`src/rtl/tx_packet_pkg.sv`:
```
// Shared types and constants for the transmit_packet_1 TX stage.
//   tx_state_t     : top-level FSM states
//   BYTES_PER_WORD : bytes carried by one 32-bit RAM word
//   BE_ALL         : byteenable for a full-word read
package tx_packet_pkg;

    typedef enum logic [2:0] {
        IDLE,
        RD_REQ,
        RD_WAIT,
        SEND,
        DONE
    } tx_state_t;

    localparam int         BYTES_PER_WORD = 4;
    localparam logic [3:0] BE_ALL         = 4'hF;

endpackage

```
`src/rtl/tx_word_serializer.sv`:
```
// Holds one 32-bit RAM word and emits it little-endian, one byte per
// accepted Avalon-ST beat.
// Ports:
//   clk, rst     : clock, async active-high reset
//   load         : capture word_in / nbytes_in and restart at byte 0
//   word_in      : RAM read data
//   nbytes_in    : valid bytes in this word (1..4)
//   en           : top is in its SEND state
//   rdy          : Avalon-ST ready from the MAC FIFO
//   wren         : Avalon-ST valid
//   data         : selected byte (0 when not enabled)
//   first_idx    : current byte is byte 0 of the word
//   last_byte    : current byte is the last valid byte of the word
//   xfer         : a byte is transferred this cycle
module tx_word_serializer (
    input  logic        clk,
    input  logic        rst,
    input  logic        load,
    input  logic [31:0] word_in,
    input  logic [2:0]  nbytes_in,
    input  logic        en,
    input  logic        rdy,
    output logic        wren,
    output logic [7:0]  data,
    output logic        first_idx,
    output logic        last_byte,
    output logic        xfer
);

    logic [31:0] word_q;
    logic [1:0]  idx_q;
    logic [2:0]  nbytes_q;

    assign wren      = en;
    assign xfer      = en && rdy;
    assign first_idx = (idx_q == 2'd0);
    assign last_byte = ({1'b0, idx_q} == (nbytes_q - 3'd1));

    always_ff @(posedge clk or posedge rst) begin
        if (rst) begin
            word_q   <= 32'h0;
            idx_q    <= 2'd0;
            nbytes_q <= 3'd0;
        end else if (load) begin
            word_q   <= word_in;
            nbytes_q <= nbytes_in;
            idx_q    <= 2'd0;
        end else if (xfer) begin
            idx_q <= idx_q + 2'd1;
        end
    end

    // Byte 0 is the least significant byte, matching the receive side.
    always_comb begin
        data = 8'h00;
        if (en) begin
            case (idx_q)
                2'd0: data = word_q[7:0];
                2'd1: data = word_q[15:8];
                2'd2: data = word_q[23:16];
                2'd3: data = word_q[31:24];
                default: data = 8'h00;
            endcase
        end
    end

endmodule

```
`src/rtl/transmit_packet_1.sv`:
```
// TX stage: on start, reads a stored packet from RAM over Avalon-MM
// (32-bit words) and streams it byte-wise to the MAC TX FIFO (Avalon-ST).
// Optional feature macro: TX_PKT_CNT_EN adds tx_pkt_count / tx_byte_count.
// Ports:
//   clk_original, rst            : clock, async active-high reset
//   start, start_addr, pkt_len   : packet request (sampled in IDLE only)
//   busy, done                   : status
//   ram_*                        : Avalon-MM read master
//   ff_tx_*                      : Avalon-ST byte source to the MAC
//   tx_pkt_count, tx_byte_count  : statistics (TX_PKT_CNT_EN only)
module transmit_packet_1
    import tx_packet_pkg::*;
#(
    parameter int ADDR_W = 10,
    parameter int LEN_W  = 12
) (
    input  logic              clk_original,
    input  logic              rst,
    input  logic              start,
    input  logic [ADDR_W-1:0] start_addr,
    input  logic [LEN_W-1:0]  pkt_len,
    output logic              busy,
    output logic              done,
    output logic [ADDR_W-1:0] ram_addr,
    output logic              ram_chipselect,
    output logic              ram_read,
    output logic [3:0]        ram_byteenable,
    input  logic [31:0]       ram_readdata,
    input  logic              ram_waitrequest,
    output logic [7:0]        ff_tx_data,
    output logic              ff_tx_sop,
    output logic              ff_tx_eop,
    output logic              ff_tx_wren,
    output logic              ff_tx_err,
    output logic              ff_tx_crc_fwd,
    input  logic              ff_tx_rdy
`ifdef TX_PKT_CNT_EN
    ,
    output logic [31:0]       tx_pkt_count,
    output logic [31:0]       tx_byte_count
`endif
);

    tx_state_t         state_q, state_d;
    logic [ADDR_W-1:0] addr_q;
    logic [LEN_W-1:0]  remaining_q;
    logic              first_q;

    logic       in_send, ser_xfer, ser_first, ser_last;
    logic [2:0] nbytes;

    assign in_send = (state_q == SEND);
    assign nbytes  = (remaining_q >= LEN_W'(BYTES_PER_WORD)) ? 3'(BYTES_PER_WORD)
                                                              : remaining_q[2:0];

    tx_word_serializer u_ser (
        .clk       (clk_original),
        .rst       (rst),
        .load      (state_q == RD_WAIT),
        .word_in   (ram_readdata),
        .nbytes_in (nbytes),
        .en        (in_send),
        .rdy       (ff_tx_rdy),
        .wren      (ff_tx_wren),
        .data      (ff_tx_data),
        .first_idx (ser_first),
        .last_byte (ser_last),
        .xfer      (ser_xfer)
    );

    always_ff @(posedge clk_original or posedge rst) begin
        if (rst) state_q <= IDLE;
        else     state_q <= state_d;
    end

    always_comb begin
        state_d = state_q;
        case (state_q)
            IDLE:    if (start && pkt_len != '0) state_d = RD_REQ;
            RD_REQ:  if (!ram_waitrequest) state_d = RD_WAIT;
            RD_WAIT: state_d = SEND;
            // remaining_q == 1 on the final transfer means the packet ends here
            SEND:    if (ser_xfer && ser_last)
                         state_d = (remaining_q == LEN_W'(1)) ? DONE : RD_REQ;
            DONE:    state_d = IDLE;
            default: state_d = IDLE;
        endcase
    end

    always_ff @(posedge clk_original or posedge rst) begin
        if (rst) begin
            addr_q      <= '0;
            remaining_q <= '0;
            first_q     <= 1'b0;
        end else begin
            case (state_q)
                IDLE: if (start && pkt_len != '0) begin
                    addr_q      <= start_addr;
                    remaining_q <= pkt_len;
                    first_q     <= 1'b1;
                end
                // address wraps naturally at 2^ADDR_W
                RD_REQ: if (!ram_waitrequest) addr_q <= addr_q + ADDR_W'(1);
                SEND: if (ser_xfer) begin
                    remaining_q <= remaining_q - LEN_W'(1);
                    first_q     <= 1'b0;
                end
                default: ;
            endcase
        end
    end

    assign busy           = (state_q == RD_REQ) || (state_q == RD_WAIT) || in_send;
    assign done           = (state_q == DONE);
    assign ram_chipselect = (state_q == RD_REQ);
    assign ram_read       = (state_q == RD_REQ);
    assign ram_addr       = (state_q == RD_REQ) ? addr_q : '0;
    assign ram_byteenable = BE_ALL;
    assign ff_tx_sop      = in_send && first_q && ser_first;
    assign ff_tx_eop      = in_send && (remaining_q == LEN_W'(1));
    assign ff_tx_err      = 1'b0;
    assign ff_tx_crc_fwd  = 1'b0;

`ifdef TX_PKT_CNT_EN
    always_ff @(posedge clk_original or posedge rst) begin
        if (rst) begin
            tx_pkt_count  <= 32'h0;
            tx_byte_count <= 32'h0;
        end else begin
            if (state_q == DONE) tx_pkt_count  <= tx_pkt_count + 32'd1;
            if (ser_xfer)        tx_byte_count <= tx_byte_count + 32'd1;
        end
    end
`endif

endmodule
```
`config.mk`:
```
export PLATFORM = sky130hd
export DESIGN_NAME = transmit_packet_1
export DESIGN_NICKNAME = d
export VERILOG_FILES = /design/src/rtl/tx_packet_pkg.sv /design/src/rtl/tx_word_serializer.sv /design/src/rtl/transmit_packet_1.sv
export SDC_FILE = /design/constraint.sdc
export NUM_CORES = 1
export LEC_CHECK = 0
export ABC_AREA = 1
export CAP_MARGIN = 0
export CORE_MARGIN = 3
export CORE_UTILIZATION = 40
export CTS_BUF_LIST = sky130_fd_sc_hd__clkbuf_4
export DETAILED_ROUTE_END_ITERATION = 7
export GPL_TIMING_DRIVEN = 0
export PLACE_DENSITY = 0.63
export SYNTH_ARGS = -nofsm -noshare
export SYNTH_HDL_FRONTEND = slang
export SYNTH_SLANG_ARGS = --single-unit
```
`constraint.sdc`:
```
create_clock -name clk_original -period 2.1 [get_ports clk_original]
set_clock_uncertainty 0.1 [all_clocks]
set_input_delay 0.21 -clock clk_original [delete_from_list [all_inputs] [get_ports clk_original]]
set_output_delay 0.21 -clock clk_original [all_outputs]
set_load 0.02 [all_outputs]
```
**Word level (Yosys, flattened, before mapping)**

Cells that the tools add are included.

- Output and inout port bits: 31
- Flip-flop bits (word level): 63
- Input port bits: 59
- Word-level logic and storage cells: 62

- Reduce and logical (&&, ||, !) cells: 17
- Multiplexer cells: 20
- Eq/ne operators: 13
- Magnitude comparators: 1
- Add/sub/neg operators: 4

Operators with widths:

| operator | number |
|---|---|
| case mux 8 bit (4 select lines) | 1 |
| two-way mux 10 bit | 3 |
| two-way mux 12 bit | 2 |
| case mux 12 bit (2 select lines) | 1 |
| case mux 10 bit (2 select lines) | 1 |
| two-way mux 3 bit | 5 |
| == test 12 x 1 -> 1 bit, second input constant | 1 |
| greater-or-equal comparator 12 x 3 -> 1 bit, second input constant | 1 |
| case mux 3 bit (4 select lines) | 1 |
| nonzero test 12 bit | 1 |
| subtractor 12 x 1 -> 12 bit, second input constant | 1 |
| adder 10 x 1 -> 10 bit, second input constant | 1 |
| AND reduction 3 bit | 3 |
| two-way mux 8 bit | 1 |
| == test 3 x 2 -> 1 bit, second input constant | 2 |
| logical AND 1 bit | 6 |
| nonzero test 2 bit | 3 |
| == test 2 bit, second input constant | 2 |
| two-way mux 2 bit | 2 |
| != test 2 x 1 -> 1 bit, second input constant | 2 |
| != test 2 bit, second input constant | 2 |
| == test 2 x 3 -> 1 bit | 1 |
| == test 3 x 1 -> 1 bit, second input constant | 1 |
| == test 3 bit, second input constant | 1 |
| other kinds (8) | 10 |

**Logic depth before layout (Yosys ltp)**

Gate-level depths: netlist of the first run.

- Word-level depth: 5
- Gate-level depth with buffers: 12
- Mapped depth without buffers: 12

**By module**

From an unflattened synthesis of the first run, not the netlist that was laid out.

- Cells, all modules: 551
- Area total of the unflattened synthesis: 3967.6 um^2

By module, submodules not included:

| module | sequential area each (um^2) | cells an instance | area each (um^2) | times used |
|---|---|---|---|---|
| transmit_packet_1 | 650.6 | 306 | 2117.0 | 1 |
| tx_word_serializer | 925.9 | 245 | 1850.5 | 1 |

**Least setup slack after synthesis of the first run**

OpenSTA, ideal clock, no wires.

- Kind: reg-to-output
- Start: register u_ser.idx_q[0]
- End: output ff_tx_data[1]
- Arrival: 1.456 ns
- Path slack: 0.334 ns
- Stages on the path, launching flop included: 7
- Buffers on the path: 1
- Data required time: 1.790 ns
- Path through: dfrtp_1 -> inv_1 -> ha_1 -> clkbuf_1 -> inv_1 -> o21ai_0 -> a31oi_1

- Cells in the longest elaborated chain, start to end: 3
- Elaborated cells between the ends (all ways): 6

Ends and longest elaborated chain:

| element | RTL line | text |
|---|---|---|
| from (decl) | tx_word_serializer.sv:31 | `logic [1:0] idx_q;` |
| from (signal assigned) | tx_word_serializer.sv:49 | `idx_q <= idx_q + 2'd1;` |
| == test 2 bit, or another cell as far along | tx_word_serializer.sv:57 | `case (idx_q)` |
| case mux 8 bit (4 select lines) (*) | tx_word_serializer.sv:57 |  |
| two-way mux 8 bit (*) | tx_word_serializer.sv:56 | `if (en) begin` |
| to (decl) | transmit_packet_1.sv:30 | `output logic [7:0] ff_tx_data,` |

Mark *: on every way between the ends. The rest lies on a longest branch, timed or not.

**Worst setup path after layout of the first run**

- Start: register remaining_q[4]
- End: output ff_tx_eop

- Cells in the longest elaborated chain, start to end: 2

Ends and longest elaborated chain:

| element | RTL line | text |
|---|---|---|
| from (decl) | transmit_packet_1.sv:46 | `logic [LEN_W-1:0] remaining_q;` |
| from (signal assigned) | transmit_packet_1.sv:99 | `remaining_q <= pkt_len;` |
| from (signal assigned) | transmit_packet_1.sv:105 | `remaining_q <= remaining_q - LEN_W'(1);` |
| == test 12 x 1 -> 1 bit | transmit_packet_1.sv:120 | `assign ff_tx_eop = in_send && (remaining_q == LEN_W'(1));` |
| logical AND 1 bit | transmit_packet_1.sv:120 |  |
| to (decl) | transmit_packet_1.sv:32 | `output logic ff_tx_eop,` |

No other way between the ends.

==> results by group, run 1 <==
Outcome
  – Status: complete, no violations

Place
  – Count of input and output buffers: 83
  – Detailed Place HPWL: 7.49 mm
  – DP Area: about 0.0048 mm^2
  – Post-placement setup slack: -0.438 ns
  – Cell count after placement: between 700 and 800
  – Global placement routability congestion: about 0.86

Final layout
  – Design area: a little over 0.005 mm^2
  – Share of cells above drive strength 1: 16.4%
  – FF/Latch Area: around 0.0016 mm^2
  – Area grow syn2layout: 34.6%
  – Fin cells: between 700 and 800
  – Filler cells: around 930
  – Final Util: between 50% and 60%
  – Multi-input gate area: around 0.0020 mm^2
  – Layout net count: a little over 700
  – ANT cells: 0

Worst setup path
  – Worst r2r src: remaining_q[4]$_DFFE_PP0P_
  – CP peak stage delay: about 0.43 ns
  – CP Capture Type: output pin
  – Crit Path Category: reg -> out
  – Worst-path fanout max: 4
  – Critical path launch point: remaining_q[4]$_DFFE_PP0P_
  – Crit-path cells: nor2_2 > nand2_2 > nor3b_4 > nand3_2 > inv_1 > clkdlybuf4s15_2
  – Crit start category: register
  – CP Data Required Time: between 1.5 and 2 ns
  – Worst path slowest cell: dfrtp_1
  – Arrival time worst endpoint: about 1.8 ns

STA
  – Final setup vio count: 0
  – RSZ-0062 raised after global routing: true
  – Worst Tran Pin Value: slightly below 0.8 ns
  – Period utilization: 99.7%
  – F_max: approximately 480 MHz
  – Post-route setup slack: 0.00623 ns
  – Final Hold Vio Count: 0
  – Worst slew margin: 48.0%
  – Hold WS: 0.166 ns
  – Fin. max-slew vios: 0
  – Final Critical Period: around 2.1 ns

Synth
  – Post-synth top area cell: dfrtp_1
  – Distinct cells, synth: 36
  – Post-synthesis cell area: about 0.0038 mm^2
  – Synth area leaders: dfrtp_1 (41%), nand2_1 (22%), nand3_1 (5.0%), nor2_1 (4.7%), inv_1 (4.3%)
  – Sequential share of the synthesized area: 41.3%
  – Mapped Cells: approximately 540
  – Flops & latches, synth: 63
  – Top FF cell, synth: dfrtp_1
  – Most frequent cell after synthesis: nand2_1
  – Syn. warnings: 0
  – Ys async rst share: 100%
  – Mean Syn Cell Area: about 7.0 um^2
  – Yosys top cell area share: about two fifths
  – Synth top cells by count: nand2_1 (226), dfrtp_1 (63), nor2_1 (48)
  – Number of synthesized flops with an enable pin: 0

Hold path
  – Worst hold path class: in -> async

Route
  – DRT antenna net count: 0
  – Number of DRC markers in iteration 0: between 150 and 200
  – Drt wl/cell: roughly 13 um
  – Final WL: 10.3 mm
  – Vias: about 3800
  – DR vias/cell: about 4.8
  – DRC viols: 0
  – Drt pass-1 iters: 4

CTS
  – H-tree depth: 3
  – Cts hold-fix bufs: 0
  – Cts bufs inserted: 9
  – Clk_lat worst skew: roughly 0.41 ns
  – Max Root-Sink Buffers: 2
  – CTS root buf: clkbuf_4
  – Number of clock sinks: 63
  – Reg clk slew, reported paths: between 0.1 and 0.15 ns
  – CTS tree: yes

Floorplanning
  – Die height: around 100 um
  – Num rows: 35
  – Die area: 0.0107 mm^2
  – Top Ports: 90
  – Die X: 104 um
  – Starting density of the core: between 40% and 50%
  – Core area: 0.00924 mm^2

Global route
  – Gr ovfl total: 0
  – First-pass GRT wire length: 17.3 mm
  – All-Layer GR Usage: 19.4%
  – Initial antenna violation count: 0
  – Vias in the first global route: about 3600
  – Pin count of the biggest net entering global routing: 36

Power
  – Worst vdd ir: approximately 0.81 mV
  – Static Leakage: about 2.6 nW
  – PwrDens: approximately 1400 mW/mm^2
  – Net Sw Power: 3.39 mW
  – Internal: about 3.9 mW
  – Power share of the clock group: around an eighth
  – Sequential power share: 30.6%
  – Combinational share of power: a little under three fifths
  – Switching Share: a little under half

Run
  – # Max-Cap Violations: 0
==> logic make-up after synthesis <==
family / after synthesis / synth area share, %
and+or+nand+nor: 335 / 37.2
AOI/OAI and AO/OA: 56 / 8.36
other: 2 / 0.197
adders and majority gates: 10 / 3.28
DFF: 63 / 41.3
buffers and inverters: 76 / 9.68
==> state kept, by name, indices dropped and copies added, names as in the netlist <==
name,count
u_ser.idx_q,2
addr_q,10
u_ser.nbytes_q,3
u_ser.word_q,32
first_q,1
remaining_q,12
state_q,3
==> per-stage QoR <==
| stage | setup TNS [ns] | total power, mW |
|---|---|---|
| floorplan | 0 | 4.78 |
| global placement | -66.63 | 5.98 |
| detailed placement | -2.90 | 6.06 |
| CTS | -0.00275 | 7.07 |
| global route | -0.110 | 7.93 |
| finish | 0 | 7.26 |
==> area by class of cell <==
class / count / share of cell area (%)
Clock inverter: 5 / 1.46
Clock buffer: 9 / 1.32
Sequential cell: 63 / 30.8
Multi-Input combinational cell: 407 / 38.6
Tap cell: 129 / 3.14
Inverter: 49 / 4.09
Timing Repair Buffer: 96 / 17.5
Buffer: 22 / 3.19
==> power by group through the flow <==
| stage | Combinational (mW) | Clock (mW) | Sequential [mW] |
|---|---|---|---|
| 2_1_floorplan | 2.69 | 0 | 2.09 |
| 3_3_place_gp | 3.78 | 0 | 2.20 |
| 3_5_place_dp | 3.85 | 0 | 2.22 |
| 4_1_cts | 3.95 | 0.927 | 2.20 |
| 5_1_grt | 4.66 | 0.978 | 2.28 |
| 6_report | 4.14 | 0.906 | 2.22 |
==> final timing paths <==
check / end / depth (start not counted) / slack (ns)
max reg2reg: remaining_q[9]$_DFFE_PP0P_ / 9 / 0.38
max in group asynchronous: u_ser.idx_q[0]$_DFFE_PP0P_ / 3 / 1.09
max: ff_tx_eop / 6 / 0.006
min: u_ser.word_q[8]$_DFFE_PP0P_ / 2 / 0.17
min reg2reg: u_ser.word_q[27]$_DFFE_PP0P_ / 2 / 0.38
min in group clk_original: u_ser.word_q[27]$_DFFE_PP0P_ / 3 / 0.24
==> placed cells by master, fill, tap and decap left out, types with 12 or more instances in the layout <==
cell	n
a21oi_1	15
dfrtp_1	61
buf_2	12
o21ai_0	15
nand3_1	37
nand2_1	225
nor2_1	45
inv_1	39
buf_4	26
clkdlybuf4s50_1	58
==> worst max-delay path: cells and delay by family (launching register included) <==
kind | cells | cell delay [ns]
buf+inv | 2 | 0.32
flops | 1 | 0.43
simple gates | 4 | 0.62
==> repair_timing <==
| action | in CTS | in global routing |
|---|---|---|
| pin swaps | 3 | 1 |
| setup buffers | 8 | 4 |
| setup endpoints to repair | 24 | 16 |
| resized for setup | 88 | 30 |
==> metal layers <==
metal | part of all wire (%) | up-vias | wire (um) | global-route usage (%)
li1 | - | 1908 | - | -
met1 | 45 | 1747 | 4620 | 25.6
met2 | 49 | 110 | 5050 | 32.6
met3 | 5.1 | 12 | 523 | 3.36
met4 | 1.2 | 0 | 127 | 6.27
met5 | 0 | - | 0 | 0
Power figures use the tool's default switching activity.
==> inputs of run 2 (changes only) <==
--- a/config.mk
+++ b/config.mk
@@ -6,12 +6,11 @@
 export NUM_CORES = 1
 export LEC_CHECK = 0
 export ABC_AREA = 1
+export ABC_CLOCK_PERIOD_IN_PS = 2100
 export CAP_MARGIN = 0
-export CORE_MARGIN = 3
 export CORE_UTILIZATION = 40
 export CTS_BUF_LIST = sky130_fd_sc_hd__clkbuf_4
 export DETAILED_ROUTE_END_ITERATION = 7
-export GPL_TIMING_DRIVEN = 0
 export PLACE_DENSITY = 0.63
 export SYNTH_ARGS = -nofsm -noshare
 export SYNTH_HDL_FRONTEND = slang
==> run 2 against run 1 <==
  * Count of clock-buffer cells in the layout rose by 1
  * Power down 2.8%
  * Die area down 7.6%
  * Flip-flop and latch count unchanged
  * Worst hold slack worse by 0.10 ns
  * Fmax is 0.28% higher
  * Routed wire length fell by 5.1%
  * Register-to-register slack worse by 0.03 ns
  * Combinational power decreased by 7.5%
  * Sequential share of layout area is 0.55 points higher
  * Clock power rose by 9.5%
==> results by group, run 2 (synthesized netlist as in run 1, its figures left out) <==
Worst setup path
  – FF-to-FF path depth: 8
  – CP Capture Type: output pin
  – Crit start category: register
  – CP Data Required Time: around 1.8 ns
  – Crit Path Category: reg -> out
  – Arrival time worst endpoint: about 1.8 ns
  – Worst-path fanout max: 5

STA
  – Setup TNS: 0 ns
  – F_max: around 480 MHz
  – Period utilization: ~100%
  – Hold WS: between 0.06 and 0.07 ns
  – Fin. max-slew vios: 0
  – Final Hold Vio Count: 0
  – RSZ-0062 raised after global routing: true
  – Final setup vio count: 0
  – Final Critical Period: between 2 and 2.5 ns
  – Post-route setup slack: approximately 0.012 ns

Place
  – Post-placement setup slack: -0.0898 ns
  – Count of input and output buffers: 83
  – Global placement routability congestion: between 0.8 and 0.9
  – Detailed Place HPWL: around 7.0 mm
  – DP Area: approximately 0.0048 mm^2

Final layout
  – Area grow syn2layout: 32.0%
  – Final Util: between 50% and 60%
  – Most common cell after layout, fill and taps aside: nand2_1
  – Share of cells above drive strength 1: 14.9%
  – Layout net count: 707
  – Multi-input gate area: between 0.0015 and 0.002 mm^2
  – Top flop regs: u_ser.word_q x32, remaining_q x12, addr_q x10
  – ANT cells: 0
  – Design area: roughly 0.0050 mm^2
  – Largest Register: u_ser.word_q
  – Commonest cells after routing, fill and taps aside: nand2_1 (226), dfrtp_1 (63), clkdlybuf4s50_1 (58), nor2_1 (45), inv_1 (40)
  – FF/Latch Area: 0.00158 mm^2
  – Max reg flops: 32
  – Filler cells: between 900 and 1000

Route
  – Drt pass-1 iters: 4
  – Drt wl/cell: roughly 13 um
  – DRC viols: 0
  – Vias: 3697
  – Final WL: a little under 10 mm
  – Number of DRC markers in iteration 0: 180
  – DRT antenna net count: 0
  – DR vias/cell: 4.79

Hold path
  – Worst hold path class: in -> async

CTS
  – Cts bufs inserted: 9
  – Max Root-Sink Buffers: 2
  – CTS tree: yes
  – Cts hold-fix bufs: 0
  – Number of clock sinks: between 60 and 70
  – H-tree depth: 3
  – CTS root buf: clkbuf_4
  – Clk_lat worst skew: around 0.42 ns
  – Reg clk slew, reported paths: approximately 0.11 ns

Power
  – PwrDens: between 1000 and 1500 mW/mm^2
  – Static Leakage: 2.56 nW
  – Combinational share of power: about 54%
  – Sequential power share: around a third
  – Switching Share: a little under half
  – Power share of the clock group: between 10 and 15%
  – Internal: between 3 and 4 mW
  – Worst vdd ir: between 0.6 and 0.7 mV
  – Net Sw Power: around 3.3 mW

Global route
  – Gr ovfl total: 0
  – First-pass GRT wire length: ~16 mm
  – All-Layer GR Usage: 20.9%
  – Pin count of the biggest net entering global routing: between 60 and 70
  – Vias in the first global route: 3702
  – Initial antenna violation count: 0

Floorplanning
  – Top Ports: 90
  – Die height: 99.7 um
  – Num rows: 35
  – Die area: ~0.0099 mm^2
  – Starting density of the core: 41.3%
  – Die X: roughly 100 um
  – Core area: just over 0.009 mm^2

Run
  – # Max-Cap Violations: 0

Outcome
  – Status: complete, no violations
[run 2: timing repair]
action | in CTS | in global routing
setup endpoints to repair | 23 | 20
pin swaps | 0 | 3
gates resized for setup | 66 | 34
endpoints found under the hold margin | 0 | 0
buffers inserted | 1 | 2
[run 2: worst paths after layout]
check	from	end	slack [ns]
worst max-delay path	remaining_q[8]$_DFFE_PP0P_	ff_tx_eop	0.01
worst min-delay path	rst	u_ser.word_q[7]$_DFFE_PP0P_	0.06
worst max register to register	state_q[2]$_DFFE_PP0P_	addr_q[9]$_DFFE_PP0P_	0.35
worst min register to register	u_ser.word_q[24]$_DFFE_PP0P_	u_ser.word_q[24]$_DFFE_PP0P_	0.39
max in group asynchronous	rst	u_ser.word_q[25]$_DFFE_PP0P_	1.54
min in group clk_original	ram_readdata[9]	u_ser.word_q[9]$_DFFE_PP0P_	0.22
[run 2: worst max-delay path: stages (launching register included)]
cell and delay [ns]:
dfrtp_1 0.43, nor2_4 0.17, nand2_1 0.10, nor3b_2 0.23, nand3_1 0.13, inv_1 0.08
clkdlybuf4s15_2 0.25
[run 2: layer usage]
layer,global-route usage [%],vias up,wire length [um]
met1,27.0,1681,4430
met4,9.50,0,265
li1,-,1882,-
met2,34.2,112,4700
met3,3.58,22,401
met5,0,-,0
[run 2: per-stage QoR]
stage	instances	total power [mW]
global route	772	7.73
global placement	753	6.00
CTS	770	6.95
detailed placement	753	6.06
finish	772	7.06
floorplan	546	4.78
[run 2: power by group through the flow]
| stage | registers [mW] | logic, mW | clock network (mW) |
|---|---|---|---|
| after floorplan | 2.09 | 2.69 | 0 |
| after global placement | 2.23 | 3.77 | 0 |
| after detailed placement | 2.23 | 3.83 | 0 |
| after CTS | 2.21 | 3.73 | 1.01 |
| after global routing | 2.29 | 4.37 | 1.06 |
| final | 2.23 | 3.83 | 0.992 |
[run 2: layout make-up]
cell class                      count  area share, %
Multi-Input combinational cell    407           38.8
Sequential cell                    63           31.3
Timing Repair Buffer              108           19.5
Inverter                           49           3.85
Tap cell                          129           3.20
Clock inverter                      6           1.86
Clock buffer                       10           1.49
==> inputs of run 3 (changes only) <==
--- a/config.mk
+++ b/config.mk
@@ -8,9 +8,11 @@
 export ABC_AREA = 1
 export ABC_CLOCK_PERIOD_IN_PS = 2100
 export CAP_MARGIN = 0
+export CORE_MARGIN = 3
 export CORE_UTILIZATION = 40
 export CTS_BUF_LIST = sky130_fd_sc_hd__clkbuf_4
 export DETAILED_ROUTE_END_ITERATION = 7
+export GPL_TIMING_DRIVEN = 0
 export PLACE_DENSITY = 0.63
 export SYNTH_ARGS = -nofsm -noshare
 export SYNTH_HDL_FRONTEND = slang
==> results of run 3 <==
The final DEF is identical to that of run 1; final timing and power are the same.
